File: src/rtl/lsu_stage_pkg.sv
// lsu_stage_pkg
//   Shared definitions for the memory-access stage:
//   - datapath constants (LSU_XLEN, LSU_ADDR_LSB)
//   - funct3 size/sign encodings and their decoded access size
//   - 2-bit FSM state encoding (IDLE=0, REQ=1, WAIT=2, DONE=3)
package lsu_stage_pkg;

    localparam int LSU_XLEN     = 32;
    localparam int LSU_ADDR_LSB = 2;

    // funct3 encodings for loads/stores
    localparam logic [2:0] F3_B  = 3'b000;
    localparam logic [2:0] F3_H  = 3'b001;
    localparam logic [2:0] F3_W  = 3'b010;
    localparam logic [2:0] F3_BU = 3'b100;
    localparam logic [2:0] F3_HU = 3'b101;

    // FSM state encoding
    localparam logic [1:0] ST_IDLE = 2'd0;
    localparam logic [1:0] ST_REQ  = 2'd1;
    localparam logic [1:0] ST_WAIT = 2'd2;
    localparam logic [1:0] ST_DONE = 2'd3;

    typedef enum logic [1:0] {
        SZ_BYTE = 2'd0,
        SZ_HALF = 2'd1,
        SZ_WORD = 2'd2
    } access_size_e;

    // Low two funct3 bits give the size; bit 2 only selects zero-extension.
    // Every encoding that is not B/H/BU/HU falls through to a full word.
    function automatic access_size_e f3_size(input logic [2:0] funct3);
        case (funct3[1:0])
            2'b00:   return SZ_BYTE;
            2'b01:   return SZ_HALF;
            default: return SZ_WORD;
        endcase
    endfunction

endpackage

File: src/rtl/lsu_stage_align.sv
// lsu_align
//   Combinational lane alignment for the memory-access stage.
//   Ports:
//     funct3     - access size/sign
//     offset     - byte offset of the access within the word
//     store_data - register value to be stored
//     load_word  - word returned by data memory
//     wdata      - store data shifted into its byte lanes
//     wmask      - byte strobes of the store
//     load_data  - extracted and sign/zero-extended load value
//   Bytes that would fall beyond the word boundary are simply dropped.
module lsu_align
    import lsu_stage_pkg::*;
#(
    parameter int XLEN     = LSU_XLEN,
    parameter int ADDR_LSB = LSU_ADDR_LSB
) (
    input  logic [2:0]          funct3,
    input  logic [ADDR_LSB-1:0] offset,
    input  logic [XLEN-1:0]     store_data,
    input  logic [XLEN-1:0]     load_word,
    output logic [XLEN-1:0]     wdata,
    output logic [XLEN/8-1:0]   wmask,
    output logic [XLEN-1:0]     load_data
);

    access_size_e          size;
    logic [ADDR_LSB+2:0]   bit_shift;
    logic [XLEN/8-1:0]     base_mask;
    logic [XLEN-1:0]       lane;
    logic                  sign_ext;

    assign size      = f3_size(funct3);
    assign bit_shift = {offset, 3'b000};
    assign sign_ext  = ~funct3[2];

    always_comb begin
        base_mask = '0;
        case (size)
            SZ_BYTE: base_mask[0]   = 1'b1;
            SZ_HALF: base_mask[1:0] = 2'b11;
            default: base_mask      = '1;
        endcase
    end

    assign wmask = base_mask << offset;
    assign wdata = store_data << bit_shift;
    assign lane  = load_word >> bit_shift;

    always_comb begin
        case (size)
            SZ_BYTE: load_data = {{(XLEN-8){sign_ext & lane[7]}}, lane[7:0]};
            SZ_HALF: load_data = {{(XLEN-16){sign_ext & lane[15]}}, lane[15:0]};
            default: load_data = lane;
        endcase
    end

endmodule

File: src/rtl/lsu_stage.sv
// lsu_stage
//   Memory-access pipeline stage. Takes the execute result, issues at most
//   one data-memory transaction per instruction and hands a registered
//   result to writeback.
//   Ports:
//     clock, reset_n            - stage clock, asynchronous active-low reset
//     M_valid_i / m_ready_o     - instruction handshake from E/M
//     is_load_i, is_store_i, funct3_i, res_i, src2_i, rd_i, wen_i
//                               - instruction fields (res_i is the address
//                                 for loads/stores)
//     dmem_req_*                - memory request channel (valid/ready)
//     dmem_resp_*               - memory response (always accepted)
//     m_valid_o / W_ready_i     - result handshake to W
//     res_o, rd_o, wen_o        - writeback payload
//     misalign_o                - misaligned-access flag
//   Build option: define LSU_MISALIGN_CHECK_EN to trap misaligned H/W
//   accesses without touching the bus; otherwise misalign_o is tied low.
module lsu_stage
    import lsu_stage_pkg::*;
#(
    parameter int XLEN     = LSU_XLEN,
    parameter int ADDR_LSB = LSU_ADDR_LSB
) (
    input  logic              clock,
    input  logic              reset_n,
    input  logic              M_valid_i,
    output logic              m_ready_o,
    input  logic              is_load_i,
    input  logic              is_store_i,
    input  logic [2:0]        funct3_i,
    input  logic [XLEN-1:0]   res_i,
    input  logic [XLEN-1:0]   src2_i,
    input  logic [4:0]        rd_i,
    input  logic              wen_i,
    output logic              dmem_req_valid_o,
    input  logic              dmem_req_ready_i,
    output logic              dmem_req_wen_o,
    output logic [XLEN-1:0]   dmem_req_addr_o,
    output logic [XLEN-1:0]   dmem_req_wdata_o,
    output logic [XLEN/8-1:0] dmem_req_wmask_o,
    input  logic              dmem_resp_valid_i,
    input  logic [XLEN-1:0]   dmem_resp_rdata_i,
    output logic              m_valid_o,
    input  logic              W_ready_i,
    output logic [XLEN-1:0]   res_o,
    output logic [4:0]        rd_o,
    output logic              wen_o,
    output logic              misalign_o
);

    logic [1:0]        state_reg, state_next;
    logic [XLEN-1:0]   addr_reg, sdata_reg, res_reg;
    logic [2:0]        funct3_reg;
    logic              is_store_reg;
    logic [4:0]        rd_reg;
    logic              wen_reg, misalign_reg;

    logic              accept, is_mem, misalign_det;
    logic              req_active, req_fire, resp_take;
    logic [XLEN-1:0]   align_wdata, align_load;
    logic [XLEN/8-1:0] align_wmask;

    assign m_ready_o  = (state_reg == ST_IDLE) || ((state_reg == ST_DONE) && W_ready_i);
    assign accept     = M_valid_i && m_ready_o;
    assign is_mem     = is_load_i || is_store_i;
    assign req_active = (state_reg == ST_REQ);
    assign req_fire   = req_active && dmem_req_ready_i;
    // A response may arrive in the very cycle the request is taken.
    assign resp_take  = dmem_resp_valid_i && (req_fire || (state_reg == ST_WAIT));

`ifdef LSU_MISALIGN_CHECK_EN
    always_comb begin
        case (f3_size(funct3_i))
            SZ_HALF: misalign_det = res_i[0];
            SZ_WORD: misalign_det = |res_i[ADDR_LSB-1:0];
            default: misalign_det = 1'b0;
        endcase
    end
`else
    assign misalign_det = 1'b0;
`endif

    lsu_align #(
        .XLEN     (XLEN),
        .ADDR_LSB (ADDR_LSB)
    ) u_align (
        .funct3     (funct3_reg),
        .offset     (addr_reg[ADDR_LSB-1:0]),
        .store_data (sdata_reg),
        .load_word  (dmem_resp_rdata_i),
        .wdata      (align_wdata),
        .wmask      (align_wmask),
        .load_data  (align_load)
    );

    always_comb begin
        state_next = state_reg;
        case (state_reg)
            ST_REQ:  if (req_fire)  state_next = resp_take ? ST_DONE : ST_WAIT;
            ST_WAIT: if (resp_take) state_next = ST_DONE;
            ST_DONE: if (W_ready_i) state_next = ST_IDLE;
            default: state_next = state_reg;
        endcase
        // Acceptance in DONE overrides the return to IDLE (no bubble).
        if (accept) begin
            state_next = (is_mem && !misalign_det) ? ST_REQ : ST_DONE;
        end
    end

    always_ff @(posedge clock or negedge reset_n) begin
        if (!reset_n) begin
            state_reg    <= ST_IDLE;
            addr_reg     <= '0;
            sdata_reg    <= '0;
            funct3_reg   <= '0;
            is_store_reg <= 1'b0;
            res_reg      <= '0;
            rd_reg       <= '0;
            wen_reg      <= 1'b0;
            misalign_reg <= 1'b0;
        end else begin
            state_reg <= state_next;
            if (accept) begin
                rd_reg       <= rd_i;
                misalign_reg <= is_mem && misalign_det;
                if (!is_mem) begin
                    res_reg <= res_i;
                    wen_reg <= wen_i;
                end else if (misalign_det) begin
                    // Trapped access: report the faulting address, no write.
                    res_reg <= res_i;
                    wen_reg <= 1'b0;
                end else begin
                    addr_reg     <= res_i;
                    sdata_reg    <= src2_i;
                    funct3_reg   <= funct3_i;
                    is_store_reg <= is_store_i;
                    wen_reg      <= is_load_i && wen_i;
                end
            end else if (resp_take && !is_store_reg) begin
                res_reg <= align_load;
            end
        end
    end

    // Request fields come straight from captured registers, so they are
    // stable for as long as the request is pending; they read as zero
    // whenever no request is outstanding.
    assign dmem_req_valid_o = req_active;
    assign dmem_req_wen_o   = req_active && is_store_reg;
    assign dmem_req_addr_o  = req_active ? {addr_reg[XLEN-1:ADDR_LSB], {ADDR_LSB{1'b0}}} : '0;
    assign dmem_req_wdata_o = (req_active && is_store_reg) ? align_wdata : '0;
    assign dmem_req_wmask_o = (req_active && is_store_reg) ? align_wmask : '0;

    assign m_valid_o  = (state_reg == ST_DONE);
    assign res_o      = res_reg;
    assign rd_o       = rd_reg;
    assign wen_o      = wen_reg;
    assign misalign_o = misalign_reg;

    illegal_load_and_store: assert property (@(posedge clock) disable iff (!reset_n)
        !(M_valid_i && is_load_i && is_store_i));

endmodule

File: config.mk
export PLATFORM = sky130hd
export DESIGN_NAME = lsu_stage
export DESIGN_NICKNAME = d
export VERILOG_FILES = /design/src/rtl/lsu_stage_pkg.sv /design/src/rtl/lsu_stage_align.sv /design/src/rtl/lsu_stage.sv
export SDC_FILE = /design/constraint.sdc
export NUM_CORES = 1
export LEC_CHECK = 0
export CORE_UTILIZATION = 40
export CTS_CLUSTER_DIAMETER = 100
export DETAILED_ROUTE_END_ITERATION = 6
export PLACE_DENSITY = 0.73
export SYNTH_ARGS = -nofsm -noshare
export SYNTH_HDL_FRONTEND = slang
export SYNTH_SLANG_ARGS = --single-unit
File: constraint.sdc
create_clock -name clock -period 6.5 [get_ports clock]
set_clock_uncertainty 0.05 [all_clocks]
set_input_delay 1.95 -clock clock [delete_from_list [all_inputs] [get_ports clock]]
set_output_delay 1.95 -clock clock [all_outputs]
set_load 0.05 [all_outputs]
Word level (Yosys, flattened, before mapping)
Index checks and enable logic that the tools add are counted.

Bits in registers: 108. Input bits: 113. Output and inout port bits: 111. Logic and storage cells: 61.

Eq/ne operators: 9. Shift operators: 3. Multiplexer cells: 18. Bitwise gates (word level): 3. Reduce and logical (&&, ||, !) cells: 20.

Operators with widths (count): 2-to-1 mux 32 bit (5); case mux 32 bit (2 select lines) (1); << shifter 32 x 5 -> 32 bit (1); right shift 32 x 5 -> 32 bit (1); 2-to-1 mux 2 bit (6); logical AND 1 bit (7); == test 2 x 1 -> 1 bit, second input constant (3); zero test 2 bit (3); case mux 2 bit (3 select lines) (1); == test 2 bit, second input constant (2); 2-to-1 mux 4 bit (1); case mux 2 bit (2 select lines) (1); AND reduction 2 bit (2); AND reduction 4 bit (1); nonzero test 4 bit (1); << shifter 4 x 2 -> 4 bit (1); logical OR 1 bit (3); 2-to-1 mux 1 bit (3); != test 3 x 1 -> 1 bit, second input constant (1); != test 3 x 2 -> 1 bit, second input constant (1); != test 3 bit, second input constant (1); bitwise AND 1 bit (2); != test 2 bit, second input constant (1); nonzero test 2 bit (1); 3 further kinds (3).

Longest topological paths before layout
Gate-level depths: netlist of run 1.

Word-level depth: 8. Mapped depth: 8. Depth with buffers taken out: 5.

Cells and area by module
From an unflattened synthesis of run 1, not the netlist that was laid out.

Cell total of the unflattened synthesis: 601. Area, all modules: 6172.2 µm².

By module, submodules not included: lsu_stage (times used 1, cells an instance 390, area an instance 4803.4 µm², sequential area each 2702.6 µm²); lsu_align (times used 1, cells an instance 211, area an instance 1368.8 µm², sequential area each 0.0 µm²).

Worst setup path after synthesis of run 1
OpenSTA, ideal clock, no wires.

Path kind: input -> output. Start: in W_ready_i. End: out m_ready_o. Arrival: 2557 ps. Data required time: 4500 ps. Setup slack: 1943 ps. Cell stages on the path: 2. Path buffers: 0. Path through: and3_1 or2_2.

Cells in the longest elaborated chain, start to end: 2.

RTL lines: from (decl) (line lsu_stage.sv:44) `input logic W_ready_i,`; logical AND 1 bit (line lsu_stage.sv:63) `assign m_ready_o = (state_reg == ST_IDLE) || ((state_reg == ST_DONE) && W_ready_i);`; logical OR 1 bit (line lsu_stage.sv:63); to (decl) (line lsu_stage.sv:27) `output logic m_ready_o,`.

Every way passes these cells.

Worst setup path in the final report of run 1
Same ends and word-level chain as after synthesis.

==> flow_summary_export.csv, run 1 <==
group,metric,value,unit
cts,cts_post_setup_buffers_inserted,0,
grt,groute.layer.met1.usage,33.2,%
sta,maxClockFrequency,179,MHz
grt,grt_most_used_layer,"met2",
grt,wire_length_of_the_first_global_routing_pass,28.9,mm
yosys,syn-instance-count,697,
sta,hold_viol,0,
yosys,postSynth.topFlopCell,"sky130_fd_sc_hd__dfrtp_1",
cells_and_area,num_antenna_cells,0,
cts,clock_tree.root_cell,"sky130_fd_sc_hd__clkbuf_16",
cts,worst_skew_pair.late_latency,0.36,ns
detailed_routing,detail_route.first_pass.iterations,5,
cells_and_area,area_growth_syn_to_layout,44.5,%
placement,final_hpwl_from_detailed_placement,13.1,mm
cts,clock_pin_transition_on_the_worst_setup_and_hold_timing_paths,0.07,ns
yosys,yosys_warnings,0,
grt,globalRouteMet2Util,41.0,%
cts,cts.repair.resized,0,
placement,dp_cells,1059,
cells_and_area,fin_area,8430,um2
cts,htree_levels,3,
grt,use_met3,6.97,%
sta,slew_headroom,19.6,%
power,peakVddDrop,0.286,mV
yosys,synth_most_common_cell,"sky130_fd_sc_hd__nand2_1",
detailed_routing,via_count,5458,
detailed_routing,drt-vias-per-instance,5.08,
detailed_routing,drt_iter0_drc,327,
cells_and_area,stdcell_count,1075,
sta,max_slew.worst_pin.slew,1.20,ns
cts,max-clock-path-buffers,2,
cts,cts_tree,"built",
grt,vias_in_the_first_global_route,5360,
detailed_routing,detail_route.wl_per_cell,17.2,um
grt,grt_antenna_before_repair,0,
grt,pin_count_of_the_biggest_net_entering_global_routing,75,
cts,count_of_hold_fix_buffers_inserted_at_cts,0,
worst_setup_path,worst_setup_path_start_kind,"primary input",
worst_setup_path,setup.worst_path.class,"in2out",
sta,setup_viol,0,
yosys,synth_area_leaders,"sky130_fd_sc_hd__dfrtp_1 46%, sky130_fd_sc_hd__nand2_1 15%, sky130_fd_sc_hd__mux2i_1 5.5%",
die,placement_rows,43,
sta,grt_setup_unrepaired,"no",
yosys,synth_seq_cells,108,
yosys,yosys.area.top_type_share,46.3,%
die,ioPinCount,224,
cts,clock-sinks,108,
die,design.core.area,14000,um2
yosys,synth_area,5830,um2
sta,timing.setup.tns,0,ns
yosys,synth_edf_count,0,
status,run_status,"completed",
power,p_leak,3.78,nW
yosys,avg_cell_area_syn,8.37,um2
detailed_routing,drt_wl_total,18.5,mm
grt,grt_overflow,0,
die,die-area,15100,um2
cts,number_of_clock_buffers_inserted_by_tritoncts,9,
die,floorplan.die.width,123,um
yosys,ys_seq_area_share,46.3,%
die,starting_utilization_of_the_core_area,41.5,%
min_path,min_to,"sdata_reg[27]",
yosys,post_synth_num_cell_types,35,
sta,timing.final.crit_share,86.1,%
worst_setup_path,path_max_fanout,4,
worst_setup_path,regToRegSetupSlack,3.56,ns
sta,timing.hold.ws,0.420,ns
worst_setup_path,critical_path.startpoint,"W_ready_i",
cells_and_area,design.final.nets,1003,
power,design_power_total,4.54,mW
min_path,min_delay_path_depth,2,
placement,place_area,8130,um2
sta,post-route-min-period,5.60,ns
min_path,holdCritPathClass,"reg2reg",
placement,place.port_buffers,220,
sta,slew_violations,0,
detailed_routing,final_antenna_net_count,0,
die,die_y,123,um
worst_setup_path,end_kind,"primary output",
yosys,postSynth.asyncResetShare,100,%
detailed_routing,number_of_remaining_drc_errors,0,
worst_setup_path,critical_path_required_time,4.50,ns
worst_setup_path,worstReg2RegEnd,"res_o[28]",
worst_setup_path,crit_reg_reg_startpoint,"state_reg[0]",
power,power.density_cell_area,539,nW/um2
cells_and_area,drive_gt1_share,5.47,%
grt,globalRouteTotalUtil,25.6,%
yosys,synth.cells.most_frequent,"230 x sky130_fd_sc_hd__nand2_1, 108 x sky130_fd_sc_hd__dfrtp_1, 40 x sky130_fd_sc_hd__and2_1",
worst_setup_path,ff2ff_path_depth,5,
worst_setup_path,critPathArrivalTime,3.60,ns
yosys,synth_largest_area_cell,"sky130_fd_sc_hd__dfrtp_1",
min_path,hold_path_startpoint,"sdata_reg[27]",
job,maxCapViolations,0,
placement,place_congestion,0.767,
-- through the flow --
stage | util (%) | setup slack, ns
after detailed placement | 57.9 | 0.903
after CTS | 60.0 | 0.896
after floorplan | - | 1.94
after global placement | 57.9 | 0.915
final | 60.0 | 0.901
after global routing | 60.0 | 0.835
-- worst max-delay path, cell delays in order --
cell and delay, ns:
sky130_fd_sc_hd__clkdlybuf4s50_1 0.42, sky130_fd_sc_hd__and3_1 0.23, sky130_fd_sc_hd__or2_2 0.29, sky130_fd_sc_hd__clkdlybuf4s50_1 0.70
-- cell families (layout without fill, tap and decap cells) --
group | count (synthesis) | in the layout | synth area share [%]
compound gates | 131 | 131 | 14.7
xor+xnor | 1 | 1 | 0.150
buf+inv | 72 | 268 | 5.40
flops | 108 | 108 | 46.3
mux | 43 | 43 | 7.87
other cells | 1 | 3 | 0.0643
simple gates | 341 | 341 | 25.5
-- worst max-delay path by stage --
stage	to	slack [ns]	depth (start not counted)
after floorplan	m_ready_o	1.94	2
after global placement	m_ready_o	0.91	4
after detailed placement	m_ready_o	0.90	4
after CTS	m_ready_o	0.90	4
after global routing	m_ready_o	0.83	4
final	m_ready_o	0.90	4
-- area by class of cell --
type,count,area (um2)
Tap cell,180,225
Multi-Input combinational cell,519,2840
Fill cell,1273,5610
Clock buffer,9,225
Timing Repair Buffer,230,2270
Sequential cell,108,2710
Inverter,22,82.6
Clock inverter,7,77.6
-- report_power, final --
| group | internal (mW) | switching (mW) | leakage (nW) |
|---|---|---|---|
| clock | 0.300 | 0.265 | 0.134 |
| sequential | 0.980 | 0.250 | 1.33 |
| combinational | 0.957 | 1.79 | 2.31 |
| total | 2.24 | 2.30 | 3.78 |
-- cell usage in the layout (no fill, tap or decap), types with 11 or more instances in the layout --
cell / synthesis / layout
sky130_fd_sc_hd__a211oi_1: 39 / 39
sky130_fd_sc_hd__clkdlybuf4s50_1: 0 / 219
sky130_fd_sc_hd__and2_1: 40 / 39
sky130_fd_sc_hd__inv_1: 22 / 22
sky130_fd_sc_hd__dfrtp_1: 108 / 106
sky130_fd_sc_hd__o21ai_0: 32 / 32
sky130_fd_sc_hd__mux2i_1: 32 / 32
sky130_fd_sc_hd__a21oi_1: 28 / 28
sky130_fd_sc_hd__nor2b_1: 18 / 17
sky130_fd_sc_hd__nand2_1: 230 / 230
sky130_fd_sc_hd__nor2_1: 38 / 38
sky130_fd_sc_hd__buf_4: 5 / 11
-- layer usage --
metal | routed length, um | share of wire [%]
met1 | 8030 | 43
met3 | 1500 | 8.1
met4 | 318 | 1.7
met2 | 8660 | 47
met5 | 0 | 0
Power figures use the tool's default switching activity.
==> inputs of run 2 (changes only) <==
Settings changed: CORE_MARGIN set to 5.
==> flow_summary_export.csv, run 2 (same netlist as run 1, synthesis figures left out) <==
group,metric,value,unit
sta,final_critical_path_setup_slack,0.851,ns
sta,maxClockFrequency,177,MHz
job,maxCapViolations,0,
min_path,min_to,"addr_reg[11]",
cells_and_area,stdcell_count,1080,
detailed_routing,drt-vias-per-instance,5.09,
sta,timing.hold.ws,0.418,ns
cts,clock-sinks,108,
cts,count_of_hold_fix_buffers_inserted_at_cts,0,
sta,post-route-min-period,5.65,ns
cts,cts_tree,"built",
detailed_routing,detail_route.first_pass.iterations,7,
sta,hold_viol,0,
sta,slew_violations,0,
worst_setup_path,worst_setup_path_start_kind,"primary input",
worst_setup_path,critPathTopFamily,"buffers and inverters",
power,comb_power_share,59.8,%
die,placement_rows,44,
power,design_power_total,4.56,mW
grt,vias_in_the_first_global_route,5401,
detailed_routing,drt_wl_total,19.4,mm
detailed_routing,detail_route.wl_per_cell,17.9,um
cells_and_area,mostFrequentLayoutCells,"230 x sky130_fd_sc_hd__nand2_1, 219 x sky130_fd_sc_hd__clkdlybuf4s50_1, 106 x sky130_fd_sc_hd__dfrtp_1",
placement,dp_cells,1064,
detailed_routing,via_count,5494,
cts,htree_levels,3,
die,starting_utilization_of_the_core_area,40.4,%
worst_setup_path,most_frequent_cell_on_critical_path,"sky130_fd_sc_hd__clkdlybuf4s50_1",
worst_setup_path,slowest_stage,"sky130_fd_sc_hd__clkdlybuf4s50_1",
cells_and_area,area_growth_syn_to_layout,44.7,%
grt,pin_count_of_the_biggest_net_entering_global_routing,75,
cts,worst_skew_pair.late_latency,0.35,ns
worst_setup_path,max_stage_delay,0.70,ns
grt,globalRouteTotalUtil,22.6,%
placement,pre_cts_ws,0.859,ns
worst_setup_path,end_kind,"primary output",
placement,place_congestion,0.809,
cts,number_of_clock_buffers_inserted_by_tritoncts,9,
detailed_routing,number_of_remaining_drc_errors,0,
worst_setup_path,cp_num_buf_inv,2,
worst_setup_path,worstReg2RegEnd,"res_o[20]",
power,power_frac_seq,27.7,%
power,power.density_cell_area,540,nW/um2
worst_setup_path,critPathArrivalTime,3.65,ns
cts,clock_tree.root_cell,"sky130_fd_sc_hd__clkbuf_16",
detailed_routing,final_antenna_net_count,0,
die,floorplan.die.width,131,um
die,ioPinCount,224,
power,peakVddDrop,0.245,mV
power,p_leak,3.80,nW
status,run_status,"completed",
worst_setup_path,crit_reg_reg_startpoint,"state_reg[1]",
cells_and_area,layout.cells.most_common,"sky130_fd_sc_hd__nand2_1",
worst_setup_path,path_max_fanout,4,
worst_setup_path,ff2ff_path_depth,5,
cts,cts_post_setup_buffers_inserted,0,
sta,grt_setup_unrepaired,"no",
min_path,min_delay_path_depth,2,
die,design.core.area,14400,um2
cts,cts.repair.resized,0,
sta,timing.setup.tns,0,ns
cells_and_area,multi_input_comb_area,2840,um2
min_path,hold_path_startpoint,"addr_reg[11]",
cells_and_area,final_core_utilization,58.5,%
placement,final_hpwl_from_detailed_placement,13.9,mm
power,total_switching_power,2.30,mW
cells_and_area,seq_area,2710,um2
die,die-area,17100,um2
sta,slew_headroom,18.7,%
min_path,holdCritPathClass,"reg2reg",
worst_setup_path,setup.worst_path.class,"in2out",
die,die_y,131,um
detailed_routing,drt_iter0_drc,399,
sta,timing.final.crit_share,86.9,%
sta,max_slew.worst_pin.slew,1.22,ns
worst_setup_path,critical_path.cell_chain,"clkdlybuf4s50_1 -> and3_1 -> or2_2 -> clkdlybuf4s50_1",
placement,place_area,8140,um2
cts,max-clock-path-buffers,2,
cells_and_area,drive_gt1_share,5.47,%
power,switching_share,50.5,%
cells_and_area,design.final.nets,1004,
sta,setup_viol,0,
worst_setup_path,critical_path_required_time,4.50,ns
worst_setup_path,regToRegSetupSlack,3.88,ns
cts,clock_pin_transition_on_the_worst_setup_and_hold_timing_paths,0.07,ns
grt,grt_overflow,0,
cells_and_area,filler_cell_count,1348,
grt,wire_length_of_the_first_global_routing_pass,29.8,mm
placement,place.port_buffers,220,
power,clock_power_share,12.5,%
power,cellInternalPower,2.26,mW
cells_and_area,fin_area,8440,um2
cells_and_area,num_antenna_cells,0,
grt,grt_antenna_before_repair,0,
## run 2: final cells by class
type,instances,area share (%)
Multi-Input combinational cell,519,33.6
Sequential cell,108,32.0
Timing Repair Buffer,231,27.0
Clock buffer,12,3.04
Tap cell,184,2.73
Inverter,22,0.978
Clock inverter,4,0.563
## run 2: worst reg2reg max path, delay by kind of cell, from the launching register on
family,cells,cell delay (ns)
AOI/OAI and AO/OA,3,1.40
buffers and inverters,1,0.25
and+or+nand+nor,1,0.25
DFF,1,0.47
## run 2: how the worst max path moves through the flow
stage,start,cells past startpoint,to,slack (ns)
global placement,W_ready_i,4,m_ready_o,0.87
CTS,W_ready_i,4,m_ready_o,0.85
global route,W_ready_i,4,m_ready_o,0.81
floorplan,W_ready_i,2,m_ready_o,1.94
detailed placement,W_ready_i,4,m_ready_o,0.86
finish,W_ready_i,4,m_ready_o,0.85
## run 2: power by group through the flow
stage	registers [mW]	logic (mW)	clock network, mW
after floorplan	1.49	1.62	0
after global placement	1.26	2.72	0
after detailed placement	1.27	2.74	0
after CTS	1.26	2.75	0.582
after global routing	1.31	2.94	0.608
final	1.26	2.73	0.571
## run 2: layer usage
metal	up-vias	part of all wire (%)	track usage, %
li1	2699	-	-
met1	2583	45	31.0
met2	196	45	35.2
met3	16	8.5	6.14
met4	0	1.4	6.29
met5	-	0	0
==> inputs of run 3 (changes only) <==
Settings changed: MAX_ROUTING_LAYER set to met4.
==> flow_summary_export.csv, run 3 (same netlist as run 1, synthesis figures left out) <==
group,metric,value,unit
status,run_status,"completed",
cts,cts_post_setup_buffers_inserted,0,
worst_setup_path,slowest_stage,"sky130_fd_sc_hd__clkdlybuf4s50_1",
sta,max_slew.worst_pin.slew,1.19,ns
die,die_y,131,um
grt,grt_antenna_before_repair,0,
cts,clock-sinks,108,
worst_setup_path,setup.worst_path.class,"in2out",
die,starting_utilization_of_the_core_area,40.4,%
sta,hold_viol,0,
job,maxCapViolations,0,
sta,maxClockFrequency,177,MHz
cts,number_of_clock_buffers_inserted_by_tritoncts,9,
die,floorplan.die.width,131,um
die,design.core.area,14400,um2
worst_setup_path,crit_reg_reg_startpoint,"state_reg[1]",
die,placement_rows,44,
cells_and_area,area_growth_syn_to_layout,44.7,%
detailed_routing,drt_iter0_drc,386,
cts,clock_pin_transition_on_the_worst_setup_and_hold_timing_paths,0.07,ns
min_path,holdCritPathClass,"reg2reg",
die,ioPinCount,224,
sta,slew_violations,0,
power,power.density_cell_area,540,nW/um2
detailed_routing,drt-vias-per-instance,5.08,
placement,final_hpwl_from_detailed_placement,13.9,mm
cells_and_area,drive_gt1_share,5.47,%
cts,clock_tree.root_cell,"sky130_fd_sc_hd__clkbuf_16",
grt,wire_length_of_the_first_global_routing_pass,29.7,mm
power,peakVddDrop,0.245,mV
worst_setup_path,end_kind,"primary output",
die,die-area,17100,um2
cells_and_area,mostFrequentLayoutCells,"230 x sky130_fd_sc_hd__nand2_1, 219 x sky130_fd_sc_hd__clkdlybuf4s50_1, 106 x sky130_fd_sc_hd__dfrtp_1",
worst_setup_path,critical_path.startpoint,"W_ready_i",
cts,count_of_hold_fix_buffers_inserted_at_cts,0,
sta,slew_headroom,20.5,%
worst_setup_path,worstReg2RegEnd,"res_o[20]",
grt,vias_in_the_first_global_route,5419,
cells_and_area,multi_input_comb_area,2840,um2
cells_and_area,seq_area,2710,um2
worst_setup_path,ff2ff_path_depth,5,
sta,setup_viol,0,
power,p_leak,3.80,nW
sta,grt_setup_unrepaired,"no",
grt,globalRouteTotalUtil,23.3,%
cts,htree_levels,3,
worst_setup_path,worst_setup_path_start_kind,"primary input",
cts,max-clock-path-buffers,2,
detailed_routing,number_of_remaining_drc_errors,0,
cts,cts.repair.resized,0,
detailed_routing,via_count,5489,
worst_setup_path,most_frequent_cell_on_critical_path,"sky130_fd_sc_hd__clkdlybuf4s50_1",
sta,timing.setup.tns,0,ns
worst_setup_path,critPathArrivalTime,3.65,ns
worst_setup_path,regToRegSetupSlack,3.90,ns
worst_setup_path,critical_path.cell_chain,"clkdlybuf4s50_1 -> and3_1 -> or2_2 -> clkdlybuf4s50_1",
detailed_routing,drt_wl_total,19.4,mm
cells_and_area,filler_cell_count,1348,
cells_and_area,num_antenna_cells,0,
sta,post-route-min-period,5.65,ns
cts,worst_skew_pair.late_latency,0.35,ns
worst_setup_path,critical_path_required_time,4.50,ns
grt,grt_overflow,0,
grt,pin_count_of_the_biggest_net_entering_global_routing,75,
cells_and_area,design.final.nets,1004,
power,design_power_total,4.56,mW
detailed_routing,detail_route.first_pass.iterations,7,
worst_setup_path,max_stage_delay,0.70,ns
worst_setup_path,critical_path.endpoint,"m_ready_o",
cts,cts_tree,"built",
detailed_routing,detail_route.wl_per_cell,17.9,um
sta,timing.final.crit_share,86.9,%
detailed_routing,final_antenna_net_count,0,
placement,place_congestion,0.820,
placement,place.port_buffers,220,
cells_and_area,layout.cells.most_common,"sky130_fd_sc_hd__nand2_1",
worst_setup_path,path_max_fanout,4,
[run 3: final cells by class]
| cell class | count | share of cell area, % |
|---|---|---|
| Sequential cell | 108 | 32.0 |
| Inverter | 22 | 0.978 |
| Multi-Input combinational cell | 519 | 33.6 |
| Clock inverter | 4 | 0.563 |
| Clock buffer | 12 | 3.04 |
| Tap cell | 184 | 2.73 |
| Timing Repair Buffer | 231 | 27.0 |
[run 3: worst min path at each step]
stage | from | to | slack (ns) | cells past startpoint
global route | addr_reg[30] | addr_reg[30] | 0.44 | 2
global placement | addr_reg[31] | addr_reg[31] | 0.40 | 2
CTS | sdata_reg[27] | sdata_reg[27] | 0.42 | 2
finish | sdata_reg[27] | sdata_reg[27] | 0.42 | 2
detailed placement | addr_reg[10] | addr_reg[10] | 0.40 | 2
floorplan | addr_reg[10] | addr_reg[10] | 0.39 | 2
[run 3: layer usage]
layer	wire length [um]	part of all wire (%)	track usage (%)	vias up
met3	1600	8.2	6.02	18
met4	242	1.3	5.20	0
met2	8830	46	35.3	194
li1	-	-	-	2698
met1	8690	45	31.7	2579
met5	0	0	-	-
[run 3: metrics by stage]
stage	hold slack (ns)	setup slack [ns]	instances	cell area [um2]	utilization, %
floorplan	0.387	1.94	699	5840	-
global placement	0.400	0.873	1064	8140	56.4
detailed placement	0.404	0.859	1064	8140	56.4
CTS	0.422	0.854	1080	8440	58.5
global route	0.442	0.806	1080	8440	58.5
finish	0.417	0.852	1080	8440	58.5
[run 3: power by group]
part	switching (mW)	internal [mW]	total (mW)
Sequential	0.284	0.979	1.26
Combinational	1.76	0.962	2.73
Clock	0.251	0.319	0.570
[run 3: worst max-delay path: cells and delay by family]
| family | cells | cell delay [ns] |
|---|---|---|
| buffers and inverters | 2 | 1.15 |
| AND/OR/NAND/NOR | 2 | 0.54 |
